`src/rtl/axi_lite_master.sv`:
```
// AXI4-Lite initiator: one register command in, one AXI4-Lite write or read out, one response back.
// Optional watchdog abort is built only when AXIL_MST_TIMEOUT_EN is defined.
//
// state    | meaning
// ---------+------------------------------------------------------
// IDLE     | cmd_ready high, waiting for a command
// WR_REQ   | awvalid/wvalid outstanding, each drops on its own handshake
// WR_RESP  | bready high, waiting for bvalid
// RD_REQ   | arvalid high, waiting for arready
// RD_RESP  | rready high, waiting for rvalid
// DONE     | rsp_valid high with a stable payload, waiting for rsp_ready
module axi_lite_master #(
  parameter int C_M_AXI_DATA_WIDTH = 32,
  parameter int C_M_AXI_ADDR_WIDTH = 4,
  parameter int TIMEOUT_CYCLES     = 256
) (
  input  logic                            m_axi_aclk,
  input  logic                            m_axi_areset,
  input  logic                            cmd_valid,
  output logic                            cmd_ready,
  input  logic                            cmd_wr,
  input  logic [C_M_AXI_ADDR_WIDTH-1:0]   cmd_addr,
  input  logic [C_M_AXI_DATA_WIDTH-1:0]   cmd_wdata,
  input  logic [C_M_AXI_DATA_WIDTH/8-1:0] cmd_wstrb,
  output logic                            rsp_valid,
  input  logic                            rsp_ready,
  output logic [C_M_AXI_DATA_WIDTH-1:0]   rsp_rdata,
  output logic [1:0]                      rsp_resp,
  output logic                            rsp_timeout,
  output logic                            busy,
  output logic [C_M_AXI_ADDR_WIDTH-1:0]   m_axi_awaddr,
  output logic [2:0]                      m_axi_awprot,
  output logic                            m_axi_awvalid,
  input  logic                            m_axi_awready,
  output logic [C_M_AXI_DATA_WIDTH-1:0]   m_axi_wdata,
  output logic [C_M_AXI_DATA_WIDTH/8-1:0] m_axi_wstrb,
  output logic                            m_axi_wvalid,
  input  logic                            m_axi_wready,
  input  logic [1:0]                      m_axi_bresp,
  input  logic                            m_axi_bvalid,
  output logic                            m_axi_bready,
  output logic [C_M_AXI_ADDR_WIDTH-1:0]   m_axi_araddr,
  output logic [2:0]                      m_axi_arprot,
  output logic                            m_axi_arvalid,
  input  logic                            m_axi_arready,
  input  logic [C_M_AXI_DATA_WIDTH-1:0]   m_axi_rdata,
  input  logic [1:0]                      m_axi_rresp,
  input  logic                            m_axi_rvalid,
  output logic                            m_axi_rready
);

  typedef enum logic [2:0] {
    ST_IDLE, ST_WR_REQ, ST_WR_RESP, ST_RD_REQ, ST_RD_RESP, ST_DONE
  } state_t;

  state_t state_q, state_d;

  logic awvalid_q, awvalid_d;
  logic wvalid_q, wvalid_d;
  logic bready_q, bready_d;
  logic arvalid_q, arvalid_d;
  logic rready_q, rready_d;

  logic [C_M_AXI_ADDR_WIDTH-1:0]   awaddr_q, araddr_q;
  logic [C_M_AXI_DATA_WIDTH-1:0]   wdata_q;
  logic [C_M_AXI_DATA_WIDTH/8-1:0] wstrb_q;

  logic [C_M_AXI_DATA_WIDTH-1:0] rsp_rdata_q, rsp_rdata_d;
  logic [1:0]                    rsp_resp_q, rsp_resp_d;
  logic                          rsp_timeout_q, rsp_timeout_d;

  logic cmd_accept;
  logic xfer_active;
  logic wd_expired;
  logic aw_hs, w_hs, b_hs, ar_hs, r_hs, any_hs;

  assign aw_hs  = awvalid_q & m_axi_awready;
  assign w_hs   = wvalid_q & m_axi_wready;
  assign b_hs   = bready_q & m_axi_bvalid;
  assign ar_hs  = arvalid_q & m_axi_arready;
  assign r_hs   = rready_q & m_axi_rvalid;
  assign any_hs = aw_hs | w_hs | b_hs | ar_hs | r_hs;

  assign xfer_active = (state_q == ST_WR_REQ) || (state_q == ST_WR_RESP) ||
                       (state_q == ST_RD_REQ) || (state_q == ST_RD_RESP);

`ifdef AXIL_MST_TIMEOUT_EN
  logic [15:0] wd_cnt_q;

  always_ff @(posedge m_axi_aclk) begin
    if (m_axi_areset) begin
      wd_cnt_q <= '0;
    end else if (cmd_accept) begin
      wd_cnt_q <= '0;
    end else if (xfer_active && (wd_cnt_q != 16'hFFFF)) begin
      wd_cnt_q <= wd_cnt_q + 16'd1;
    end
  end

  // Expiry is evaluated in the last allowed cycle so the abort lands exactly at the limit.
  assign wd_expired = (wd_cnt_q >= 16'(TIMEOUT_CYCLES - 1));
`else
  logic unused_timeout_cfg;
  assign unused_timeout_cfg = (TIMEOUT_CYCLES > 0);
  assign wd_expired         = 1'b0;
`endif

  always_ff @(posedge m_axi_aclk) begin
    if (m_axi_areset) begin
      state_q       <= ST_IDLE;
      awvalid_q     <= 1'b0;
      wvalid_q      <= 1'b0;
      bready_q      <= 1'b0;
      arvalid_q     <= 1'b0;
      rready_q      <= 1'b0;
      rsp_rdata_q   <= '0;
      rsp_resp_q    <= 2'b00;
      rsp_timeout_q <= 1'b0;
    end else begin
      state_q       <= state_d;
      awvalid_q     <= awvalid_d;
      wvalid_q      <= wvalid_d;
      bready_q      <= bready_d;
      arvalid_q     <= arvalid_d;
      rready_q      <= rready_d;
      rsp_rdata_q   <= rsp_rdata_d;
      rsp_resp_q    <= rsp_resp_d;
      rsp_timeout_q <= rsp_timeout_d;
    end
  end

  always_ff @(posedge m_axi_aclk) begin
    if (m_axi_areset) begin
      awaddr_q <= '0;
      wdata_q  <= '0;
      wstrb_q  <= '0;
      araddr_q <= '0;
    end else if (cmd_accept) begin
      if (cmd_wr) begin
        awaddr_q <= cmd_addr;
        wdata_q  <= cmd_wdata;
        wstrb_q  <= cmd_wstrb;
      end else begin
        araddr_q <= cmd_addr;
      end
    end
  end

  always_comb begin
    state_d       = state_q;
    awvalid_d     = awvalid_q;
    wvalid_d      = wvalid_q;
    bready_d      = bready_q;
    arvalid_d     = arvalid_q;
    rready_d      = rready_q;
    rsp_rdata_d   = rsp_rdata_q;
    rsp_resp_d    = rsp_resp_q;
    rsp_timeout_d = rsp_timeout_q;
    cmd_accept    = 1'b0;

    case (state_q)
      ST_IDLE: begin
        if (cmd_valid) begin
          cmd_accept    = 1'b1;
          rsp_timeout_d = 1'b0;
          if (cmd_wr) begin
            state_d   = ST_WR_REQ;
            awvalid_d = 1'b1;
            wvalid_d  = 1'b1;
          end else begin
            state_d   = ST_RD_REQ;
            arvalid_d = 1'b1;
          end
        end
      end
      ST_WR_REQ: begin
        if (aw_hs) awvalid_d = 1'b0;
        if (w_hs)  wvalid_d  = 1'b0;
        if (!awvalid_d && !wvalid_d) begin
          state_d  = ST_WR_RESP;
          bready_d = 1'b1;
        end
      end
      ST_WR_RESP: begin
        if (b_hs) begin
          state_d     = ST_DONE;
          bready_d    = 1'b0;
          rsp_resp_d  = m_axi_bresp;
          rsp_rdata_d = '0;
        end
      end
      ST_RD_REQ: begin
        if (ar_hs) begin
          state_d   = ST_RD_RESP;
          arvalid_d = 1'b0;
          rready_d  = 1'b1;
        end
      end
      ST_RD_RESP: begin
        if (r_hs) begin
          state_d     = ST_DONE;
          rready_d    = 1'b0;
          rsp_resp_d  = m_axi_rresp;
          rsp_rdata_d = m_axi_rdata;
        end
      end
      ST_DONE: begin
        if (rsp_ready) state_d = ST_IDLE;
      end
      default: state_d = ST_IDLE;
    endcase

    // A handshake in the expiry cycle takes priority; the abort retries next cycle if still stuck.
    if (wd_expired && xfer_active && !any_hs) begin
      state_d       = ST_DONE;
      awvalid_d     = 1'b0;
      wvalid_d      = 1'b0;
      bready_d      = 1'b0;
      arvalid_d     = 1'b0;
      rready_d      = 1'b0;
      rsp_timeout_d = 1'b1;
      rsp_resp_d    = 2'b10;
      rsp_rdata_d   = '0;
    end
  end

  assign cmd_ready   = (state_q == ST_IDLE);
  assign busy        = (state_q != ST_IDLE);
  assign rsp_valid   = (state_q == ST_DONE);
  assign rsp_rdata   = rsp_rdata_q;
  assign rsp_resp    = rsp_resp_q;
  assign rsp_timeout = rsp_timeout_q;

  assign m_axi_awaddr  = awaddr_q;
  assign m_axi_awprot  = 3'b000;
  assign m_axi_awvalid = awvalid_q;
  assign m_axi_wdata   = wdata_q;
  assign m_axi_wstrb   = wstrb_q;
  assign m_axi_wvalid  = wvalid_q;
  assign m_axi_bready  = bready_q;
  assign m_axi_araddr  = araddr_q;
  assign m_axi_arprot  = 3'b000;
  assign m_axi_arvalid = arvalid_q;
  assign m_axi_rready  = rready_q;

endmodule

```
`config.mk`:
```
export PLATFORM = sky130hd
export DESIGN_NAME = axi_lite_master
export DESIGN_NICKNAME = d
export VERILOG_FILES = /design/src/rtl/axi_lite_master.sv
export SDC_FILE = /design/constraint.sdc
export NUM_CORES = 1
export LEC_CHECK = 0
export CAP_MARGIN = 30
export CORE_UTILIZATION = 42
export DETAILED_ROUTE_END_ITERATION = 8
export PLACE_DENSITY = 0.87
export SLEW_MARGIN = 30
export SYNTH_ARGS = -nofsm -noshare
export SYNTH_HDL_FRONTEND = slang
export SYNTH_SLANG_ARGS = --single-unit
```
`constraint.sdc`:
```
create_clock -name m_axi_aclk -period 3.25 [get_ports m_axi_aclk]
set_input_delay 0.4875 -clock m_axi_aclk [delete_from_list [all_inputs] [get_ports m_axi_aclk]]
set_output_delay 0.4875 -clock m_axi_aclk [all_outputs]
set_load 0.05 [all_outputs]
```
Word level (Yosys, flattened, before mapping)
Index checks and enable logic that the tools add are counted.
Word-level totals
  output and inout bits: 93
  RAM bits: 0
  memories: 0
  bits in latches: 0
  logic and storage cells: 83
  flip-flop bits (word level): 86
  memory bits (read-only): 0
Cells by class
  bitwise operators: 6
  $mul: 0
  muxes and demuxes: 34
  $add $sub $neg: 0
  shift operators: 0
  divide/modulo/power cells: 0
  $lt $le $gt $ge: 0
  equal/unequal tests: 13
  reduce and logical (&&, ||, !) cells: 18
Operators by type and width (number)
  two-way mux 32 bit: 2
  one-hot mux 32 bit (2 select lines): 1
  two-way mux 3 bit: 6
  one-hot mux 3 bit (6 select lines): 1
  two-way mux 1 bit: 15
  AND reduction 3 bit: 4
  != test 2 bit (second input constant): 5
  one-hot mux 1 bit (2 select lines): 5
  nonzero test 2 bit: 5
  == test 3 x 2 -> 1 bit (second input constant): 2
  == test 3 bit (second input constant): 2
  two-way mux 2 bit: 3
  != test 2 x 1 -> 1 bit (second input constant): 3
  AND reduction 6 bit: 1
  AND 1 bit: 5
  one-hot mux 2 bit (2 select lines): 1
  AND reduction 2 bit: 2
  AND reduction 4 bit: 1
  == test 3 x 1 -> 1 bit (second input constant): 1
  logical NOT 3 bit: 1
  nonzero test 3 bit: 1
  logical NOT 1 bit: 2
  logical AND 1 bit: 1
  inverter 1 bit: 1

Logic depth before layout (Yosys ltp)
Gate-level depths: netlist of the first run.
  depth in word-level cells: 7
  depth in mapped cells: 7
  mapped depth without buffers: 4

Least setup slack after synthesis of the first run
No wires, ideal clock.
  path type: reg-to-output
  from: register state_q[2]
  to: output port busy
  required time: 2.762 ns
  buffers on the path: 1
  path slack: 1.384 ns
  stages on the path, launching flop included: 4
  arrival time: 1.378 ns
  cells stage by stage: dfxtp_1 buf_2 nor3_4 inv_1
Between the ends
  cells in the longest elaborated chain, start to end: 1
RTL lines
  start: declaration: line 56  | state_t state_q, state_d;
  start signal: assignment: line 120  | state_q <= state_d;
  nonzero test 3 bit: line 228  | assign busy = (state_q != ST_IDLE);
  end: declaration: line 30  | output logic busy,
Every way passes these cells.

Worst setup path after layout of the first run
  from: register state_q[0]
  to: output port rsp_valid
Between the ends
  cells in the longest elaborated chain, start to end: 1
RTL lines
  == test 3 bit: line 229  | assign rsp_valid = (state_q == ST_DONE);
  end: declaration: line 25  | output logic rsp_valid,
Every way passes these cells.

==> run metrics, run 1 <==
grt met2 use=0.392; n_diodes=0; Worst setup SP type=flop; cts hold-fix bufs=0; fraction of power spent switching nets=0.387; DR pass1 iterations=4; worst min path class=flop to flop; count of buffer and inverter cells on the critical path=1; Final ANT Viol Nets=0; CTS buffer count=9; Final Max Tran Viols=0; final setup margin=0.660 ns; Worst EP required=2.76 ns; WL/cell=14.2 um; GR peak layer=met2; Synth Register Bits=86; Critical Path Sink Type=primary output; routed vias=3353; drt total wl=9510 um; Mapped Area=0.00335 mm^2; worst relative slew slack=0.483; static leakage=~1.8 nW; commonest non-fill, non-tap cells in the layout=170 x clkdlybuf4s50_1, 121 x nand2_1, 86 x dfxtp_1; Crit Path Class=flop to primary output; fin crit share=0.797; all-layer global routing usage=0.230; CTS H-tree lvls=3; clk buf depth=2; die extent in x=91.4 um; largest net degree at the start of global routing=43; worst slew pin tran=0.772 ns; Post-Route Skew=between 0.009 and 0.01 ns; later-pin clock latency in the skew report=0.34 ns; sequential area share after synthesis=0.513; Internal=between 2 and 2.5 mW; Die Ht=91.4 um; crit path cell chain=and3b_1 -> clkdlybuf4s50_1; Starting Density=0.434; share of layout cells above drive strength 1=0.0529; Clock Power Share=0.244; GR Overflow Total=0; Clk Tree Root Cell=clkbuf_8; Cell Pwr Density=643 mW/mm^2; Syn Area/Cell=between 8 and 9 um^2; Sum Neg Setup Slack=0 ns; drt drc=0; post-cts resize count=0; clk sinks=86; core area=0.00773 mm^2; CP Data Arrival Time=2.10 ns; Via-to-Cell Ratio=5.01; maxcap violations=0; synthesized instance count=just over 400; vias in the first global route=between 3000 and 4000; switching power=about 1.3 mW; commonest non-fill, non-tap cell in the layout=clkdlybuf4s50_1; Combinational Power Share=0.381; Final Power=between 3 and 4 mW; Area Overhead vs Synth=57.1%; Peak VDD IR=just under 0.6 mV; DP HPWL=about 7000 um; Yosys warning count=0; setup bufs post-CTS=0; slowest stage delay, CP=0.81 ns; M3 GR Usage=0.0879; Crit Path Max Fanout=14; nets=roughly 650; Hold Vio Cnt, Final=0; FP Rows=32; Worst-path clk slew=approximately 0.08 ns; run status=completed; Ports=179; pre-CTS WS=1.02 ns; post-synth cell types=40; Iter 0 DRT Violations=103; family with the most delay on the worst path=buffers and inverters; met1 Use GR=0.255; Max Clock Freq=386 MHz; Final setup viols=0; CTS tree=done; Seq pwr share=0.375; RePlAce Congestion=0.780; number of buffers added on ports=171; final core utilization=0.682; die area=0.00835 mm^2; min cycle time layout=about 2.6 ns; RSZ-0062 raised after global routing=false; first-pass GRT wire length=around 15000 um; initial antenna violation count=0; CP max-delay cell=clkdlybuf4s50_1
## path summary, 6_finish.rpt
path / start / end / slack [ns] / depth (start not counted)
min: m_axi_wdata[23]$_SDFFE_PP0P_ / m_axi_wdata[23]$_SDFFE_PP0P_ / 0.45 / 2
min reg2reg: m_axi_wdata[23]$_SDFFE_PP0P_ / m_axi_wdata[23]$_SDFFE_PP0P_ / 0.45 / 2
max: state_q[0]$_SDFFE_PP0P_ / rsp_valid / 0.66 / 2
max reg2reg: state_q[2]$_SDFFE_PP0P_ / rsp_rdata[0]$_SDFFE_PP0P_ / 1.05 / 4
## power by group through the flow
stage                     clock (mW)  sequential [mW]  combinational, mW
final                          0.827             1.27               1.29
after global routing           0.896             1.29               1.37
after CTS                      0.848             1.27               1.30
after detailed placement           0             1.29               1.29
after global placement             0             1.28               1.26
after floorplan                    0             1.53              0.662
## logic make-up (layout without fill, tap and decap cells)
logic type,after synthesis,count (layout),share of synthesized area
other cells,1,7,0.00112
compound gates,124,124,0.198
flops,86,86,0.513
buf+inv,41,193,0.0642
simple gates,149,149,0.199
mux,8,8,0.0242
## tightest hold or removal path, cell delays in order (launching register included)
cell and delay (ns):
dfxtp_1 0.31, nand2_1 0.05, a21oi_1 0.05
## through the flow
step	hold slack [ns]	instances	cell area, um^2
after floorplan	0.624	415	3380
after global placement	0.441	654	5040
after detailed placement	0.447	654	5050
after CTS	0.456	669	5270
after global routing	0.475	669	5270
final	0.454	669	5270
## routing by layer
layer,vias to the layer above,share of wire
met1,1532,0.39
met2,139,0.49
met4,0,0.028
met5,-,0
met3,25,0.093
li1,1657,-
## state kept, by name, indices dropped and copies added, names as in the netlist, 2 cells and up
name,cells
m_axi_araddr,4
m_axi_awaddr,4
m_axi_wdata,32
m_axi_wstrb,4
rsp_rdata,32
rsp_resp,2
state_q,3
## cell usage after synthesis, drive strengths merged
cell,number,share of area
a2111oi,1,0.0026
nor3,3,0.0078
nor4b,1,0.0071
or3,2,0.0037
o21ai,37,0.056
o2bb2ai,1,0.0026
nand2b,2,0.0037
mux2,1,0.0034
clkbuf,16,0.019
a41oi,1,0.0026
nor2,5,0.0056
a211o,1,0.0026
nand2,121,0.14
and3,1,0.0019
a21oi,78,0.12
or2b,1,0.0022
nor2b,5,0.0093
buf,23,0.043
a31oi,1,0.0019
inv,2,0.0022
nand3,2,0.0030
and2b,1,0.0030
nor4,1,0.0019
nor3b,2,0.0093
a32oi,1,0.0026
a32o,1,0.0034
o2111ai,2,0.0071
and3b,2,0.0052
dfxtp,86,0.51
mux2i,7,0.021
conb,1,0.0011
## layout make-up
class | count | area [um^2]
Timing Repair Buffer | 176 | 1740
Clock buffer | 12 | 155
Inverter | 2 | 7.51
Tap cell | 102 | 128
Multi-Input combinational cell | 288 | 1450
Sequential cell | 86 | 1720
Fill cell | 624 | 2460
Clock inverter | 3 | 67.6
No activity file was read; power rests on OpenSTA's default activity.
==> inputs of run 2 (changes only) <==
--- a/config.mk
+++ b/config.mk
@@ -6,9 +6,9 @@
 export NUM_CORES = 1
 export LEC_CHECK = 0
 export CAP_MARGIN = 30
-export CORE_UTILIZATION = 42
+export CORE_UTILIZATION = 39
 export DETAILED_ROUTE_END_ITERATION = 8
-export PLACE_DENSITY = 0.87
+export PLACE_DENSITY = 0.82
 export SLEW_MARGIN = 30
 export SYNTH_ARGS = -nofsm -noshare
 export SYNTH_HDL_FRONTEND = slang
==> constraint.sdc (replaced) <==
create_clock -name m_axi_aclk -period 2.7 [get_ports m_axi_aclk]
set_input_delay 0.405 -clock m_axi_aclk [delete_from_list [all_inputs] [get_ports m_axi_aclk]]
set_output_delay 0.405 -clock m_axi_aclk [all_outputs]
set_load 0.05 [all_outputs]
==> run 2 against run 1 <==
Effect of this change: power up 20%; critical path depth unchanged; wire length down 0.44%; cell count up 0.60%.
==> run metrics, run 2 (same netlist as run 1, synthesis figures left out) <==
n_diodes=0; Peak VDD IR=between 0.5 and 0.6 mV; Worst setup SP type=flop; maxcap violations=0; worst min path class=input port to flop; core area=0.00826 mm^2; Final Power=4.05 mW; Hold Vio Cnt, Final=0; Die Ht=94.7 um; clk sinks=86; worst relative slew slack=0.570; Worst-path clk slew=roughly 0.080 ns; Starting Density=0.406; commonest non-fill, non-tap cell in the layout=clkdlybuf4s50_1; CP max-delay cell=clkdlybuf4s50_1; CTS buffer count=9; cts hold-fix bufs=0; WL/cell=between 10 and 15 um; first-pass GRT wire length=about 15000 um; share of layout cells above drive strength 1=0.0563; die area=0.00898 mm^2; DP HPWL=6750 um; Via-to-Cell Ratio=4.97; Max Clock Freq=395 MHz; GR Overflow Total=0; fin crit share=0.937; Reg area=0.00172 mm^2; later-pin clock latency in the skew report=between 0.3 and 0.4 ns; Critical Path Sink Type=primary output; commonest non-fill, non-tap cells in the layout=170 x clkdlybuf4s50_1, 121 x nand2_1, 86 x dfxtp_1; CP Data Arrival Time=2.13 ns; number of buffers added on ports=171; static leakage=1.81 nW; Worst EP required=~2.3 ns; die extent in x=94.7 um; Sum Neg Setup Slack=0 ns; Iter 0 DRT Violations=approximately 170; clk buf depth=2; Final ANT Viol Nets=0; crit path cell chain=and3b_1 -> clkdlybuf4s50_1; nets=650; RePlAce Congestion=0.777; Layout fillers=between 700 and 800; Area Overhead vs Synth=57.3%; Cell Pwr Density=767 mW/mm^2; area of the multi-input gates=0.00144 mm^2; CTS tree=done; run status=completed; Crit Path Max Fanout=14; post-cts resize count=0; Crit Path Class=flop to primary output; drt drc=0; initial antenna violation count=0; drt total wl=9470 um; Clk Tree Root Cell=clkbuf_8; vias in the first global route=3222; DR pass1 iterations=4; largest net degree at the start of global routing=73; routed vias=3344; setup bufs post-CTS=0; Final Max Tran Viols=0; FP Rows=33; worst slew pin tran=around 0.65 ns; Post-Route Skew=0.00864 ns; Ports=179; CTS H-tree lvls=3; Final setup viols=0; min cycle time layout=approximately 2.5 ns; slowest stage delay, CP=approximately 0.81 ns; RSZ-0062 raised after global routing=false; all-layer global routing usage=0.214
[run 2: area by class of cell]
cell class / count / share of cell area
Multi-Input combinational cell: 288 / 0.273
Timing Repair Buffer: 177 / 0.334
Clock inverter: 6 / 0.0166
Clock buffer: 9 / 0.0235
Inverter: 2 / 0.00142
Tap cell: 105 / 0.0249
Sequential cell: 86 / 0.326
[run 2: critical path: cells and delay by family, from the launching register on]
family | cells | cell delay (ns)
DFF | 1 | 0.70
buffers and inverters | 1 | 0.81
and+or+nand+nor | 1 | 0.27
[run 2: per-stage QoR]
stage | instance area, um^2 | utilization | cells | setup slack [ns] | hold WS, ns
floorplan | 3380 | - | 415 | 0.914 | 0.541
finish | 5280 | 0.639 | 673 | 0.169 | 0.452
global placement | 5060 | 0.613 | 658 | 0.581 | 0.440
global route | 5280 | 0.639 | 673 | 0.0650 | 0.454
CTS | 5280 | 0.639 | 673 | 0.163 | 0.433
detailed placement | 5060 | 0.613 | 658 | 0.526 | 0.448
[run 2: report_power, final]
| group | switching [mW] | total (mW) | internal, mW |
|---|---|---|---|
| clock network | 0.453 | 0.967 | 0.514 |
| logic | 1.00 | 1.55 | 0.550 |
| registers | 0.142 | 1.53 | 1.39 |
[run 2: routing by layer]
metal	share of wire	GRT usage	vias to the layer above
li1	-	-	1665
met1	0.40	0.235	1528
met2	0.49	0.373	136
met3	0.099	0.0781	15
met4	0.015	0.0821	0
met5	0	0	-
[run 2: worst paths after layout]
check                                                  start                      endpoint  cells past startpoint  slack (ns)
worst min-delay path                            m_axi_areset    m_axi_arvalid$_SDFFE_PP0P_                      2        0.45
worst min register to register  m_axi_wdata[17]$_SDFFE_PP0P_  m_axi_wdata[17]$_SDFFE_PP0P_                      2        0.46
worst max-delay path                 state_q[0]$_SDFFE_PP0P_                     rsp_valid                      2        0.17
worst max register to register       state_q[2]$_SDFFE_PP0P_     rsp_rdata[3]$_SDFFE_PP0P_                      4        0.51
==> inputs of run 3 (changes only) <==
--- a/config.mk
+++ b/config.mk
@@ -8,6 +8,7 @@
 export CAP_MARGIN = 30
 export CORE_UTILIZATION = 39
 export DETAILED_ROUTE_END_ITERATION = 8
+export GPL_TIMING_DRIVEN = 0
 export PLACE_DENSITY = 0.82
 export SLEW_MARGIN = 30
 export SYNTH_ARGS = -nofsm -noshare
==> run 3 against run 2 <==
Effect of this change: register-to-register slack improved by 0.42 ns; sequential share of layout area shrank 0.90 points; combinational power rose by 9.7%; clock skew is 0.0011 ns lower; non-clock buffer count is 32 higher; via count grew 3.1%; die area did not move; clock power about the same; count of clock-buffer cells in the layout increased by 2; critical path type unchanged; largest power group unchanged.
==> run metrics, run 3 (same netlist as run 1, synthesis figures left out) <==
run status=completed; Sum Neg Setup Slack=0 ns; Die Ht=~95 um; cts hold-fix bufs=0; DR pass1 iterations=4; GR Overflow Total=0; Area Overhead vs Synth=61.7%; CTS tree=done; FP Rows=33; Min-Delay Endpoint=m_axi_wdata[25]$_SDFFE_PP0P_; CTS buffer count=9; drt drc=0; Crit Path Class=flop to primary output; Hold Vio Cnt, Final=0; Critical Path Sink Type=primary output; flop2flop setup slack=0.93 ns; Cell Pwr Density=763 mW/mm^2; RSZ-0062 raised after global routing=false; initial antenna violation count=0; post-cts resize count=0; core area=0.00826 mm^2; hold-critical path depth=2; nets=682; Final setup viols=0; fin crit share=0.885; CTS H-tree lvls=3; met1 Use GR=0.248; Starting Density=0.406; commonest non-fill, non-tap cell in the layout=clkdlybuf4s50_1; Post-Route Skew=0.00758 ns; Ports=179; Reg area=around 0.0017 mm^2; Max Clock Freq=~420 MHz; first-pass GRT wire length=~15000 um; routed vias=between 3000 and 4000; Final Max Tran Viols=0; DP HPWL=7370 um; later-pin clock latency in the skew report=0.34 ns; min cycle time layout=2.39 ns; drt total wl=a little under 10000 um; WL/cell=13.6 um; number of buffers added on ports=170; static leakage=1.91 nW; die extent in x=94.7 um; Layout fillers=around 720; cell total after placement=slightly below 700; Via-to-Cell Ratio=a little under 5; maxcap violations=0; Iter 0 DRT Violations=123; worst min path class=flop to flop; setup bufs post-CTS=0; non-filler cells in the finished layout=706; share of layout cells above drive strength 1=0.0815; clk sinks=86; Hold Worst Slack=0.456 ns; worst relative slew slack=0.615; Worst setup SP type=flop; Worst R2R Start=state_q[0]$_SDFFE_PP0P_; worst slew pin tran=roughly 0.58 ns; Crit Path Max Fanout=10; worst flop-to-flop path endpoint=rsp_rdata[26]$_SDFFE_PP0P_; n_diodes=0; vias in the first global route=roughly 3300; GR peak layer=met2; Final ANT Viol Nets=0; M3 GR Usage=0.0717; Worst EP required=between 2 and 2.5 ns; area of the multi-input gates=0.00144 mm^2; commonest non-fill, non-tap cells in the layout=170 x clkdlybuf4s50_1, 121 x nand2_1, 86 x dfxtp_1; CP Data Arrival Time=approximately 2.0 ns; beginning of the worst hold path=m_axi_wdata[25]$_SDFFE_PP0P_; Peak VDD IR=roughly 0.62 mV; final setup margin=0.309 ns; RePlAce Congestion=0.814; Worst-path clk slew=about 0.08 ns; largest net degree at the start of global routing=15; FF-to-FF path depth=5; all-layer global routing usage=0.215; Clk Tree Root Cell=clkbuf_8; pre-CTS WS=0.676 ns; clk buf depth=2; grt met2 use=0.372; die area=between 0.008 and 0.009 mm^2
run 3: cell count changes in the layout (fill, tap and decap cells not counted), moves of 2 or more:
cell,before,now
clkbuf_1,0,16
buf_2,1,14
buf_4,5,7
buf_6,0,2
clkbuf_2,0,2
run 3: critical path: stages, from the launching register on:
cell and delay [ns]:
dfxtp_1 0.31, buf_2 0.20, nor3_4 0.28, clkdlybuf4s50_1 0.86
run 3: final cells by class:
class,count,share of cell area
sequential,86,0.317
timing repair buffer,170,0.314
multi-input combinational,288,0.265
buffer,39,0.0383
clock buffer,11,0.0242
tap,105,0.0242
clock inverter,5,0.0155
inverter,2,0.00138
run 3: layer usage:
| metal | share of wire | wire, um |
|---|---|---|
| met1 | 0.40 | 3890 |
| met2 | 0.49 | 4720 |
| met3 | 0.093 | 893 |
| met4 | 0.011 | 108 |
| met5 | 0 | 0 |
run 3: metrics by stage:
stage | util | area, um^2 | total power [mW]
global route | 0.657 | 5430 | 4.36
CTS | 0.657 | 5430 | 4.18
detailed placement | 0.631 | 5210 | 3.21
global placement | 0.631 | 5210 | 3.17
finish | 0.657 | 5430 | 4.14
floorplan | - | 3380 | 2.63
run 3: how the worst max path moves through the flow:
stage	end	startpoint
after floorplan	state_q[1]$_SDFFE_PP0P_	state_q[2]$_SDFFE_PP0P_
after global placement	rsp_valid	state_q[2]$_SDFFE_PP0P_
after detailed placement	cmd_ready	state_q[2]$_SDFFE_PP0P_
after CTS	cmd_ready	state_q[2]$_SDFFE_PP0P_
after global routing	rsp_valid	state_q[2]$_SDFFE_PP0P_
final	cmd_ready	state_q[2]$_SDFFE_PP0P_
run 3: power breakdown:
part           internal [mW]  switching (mW)  total (mW)  leakage, nW
sequential              1.39          0.0853        1.47        0.697
clock                  0.524           0.441       0.965       0.0998
combinational          0.619            1.08        1.70         1.12
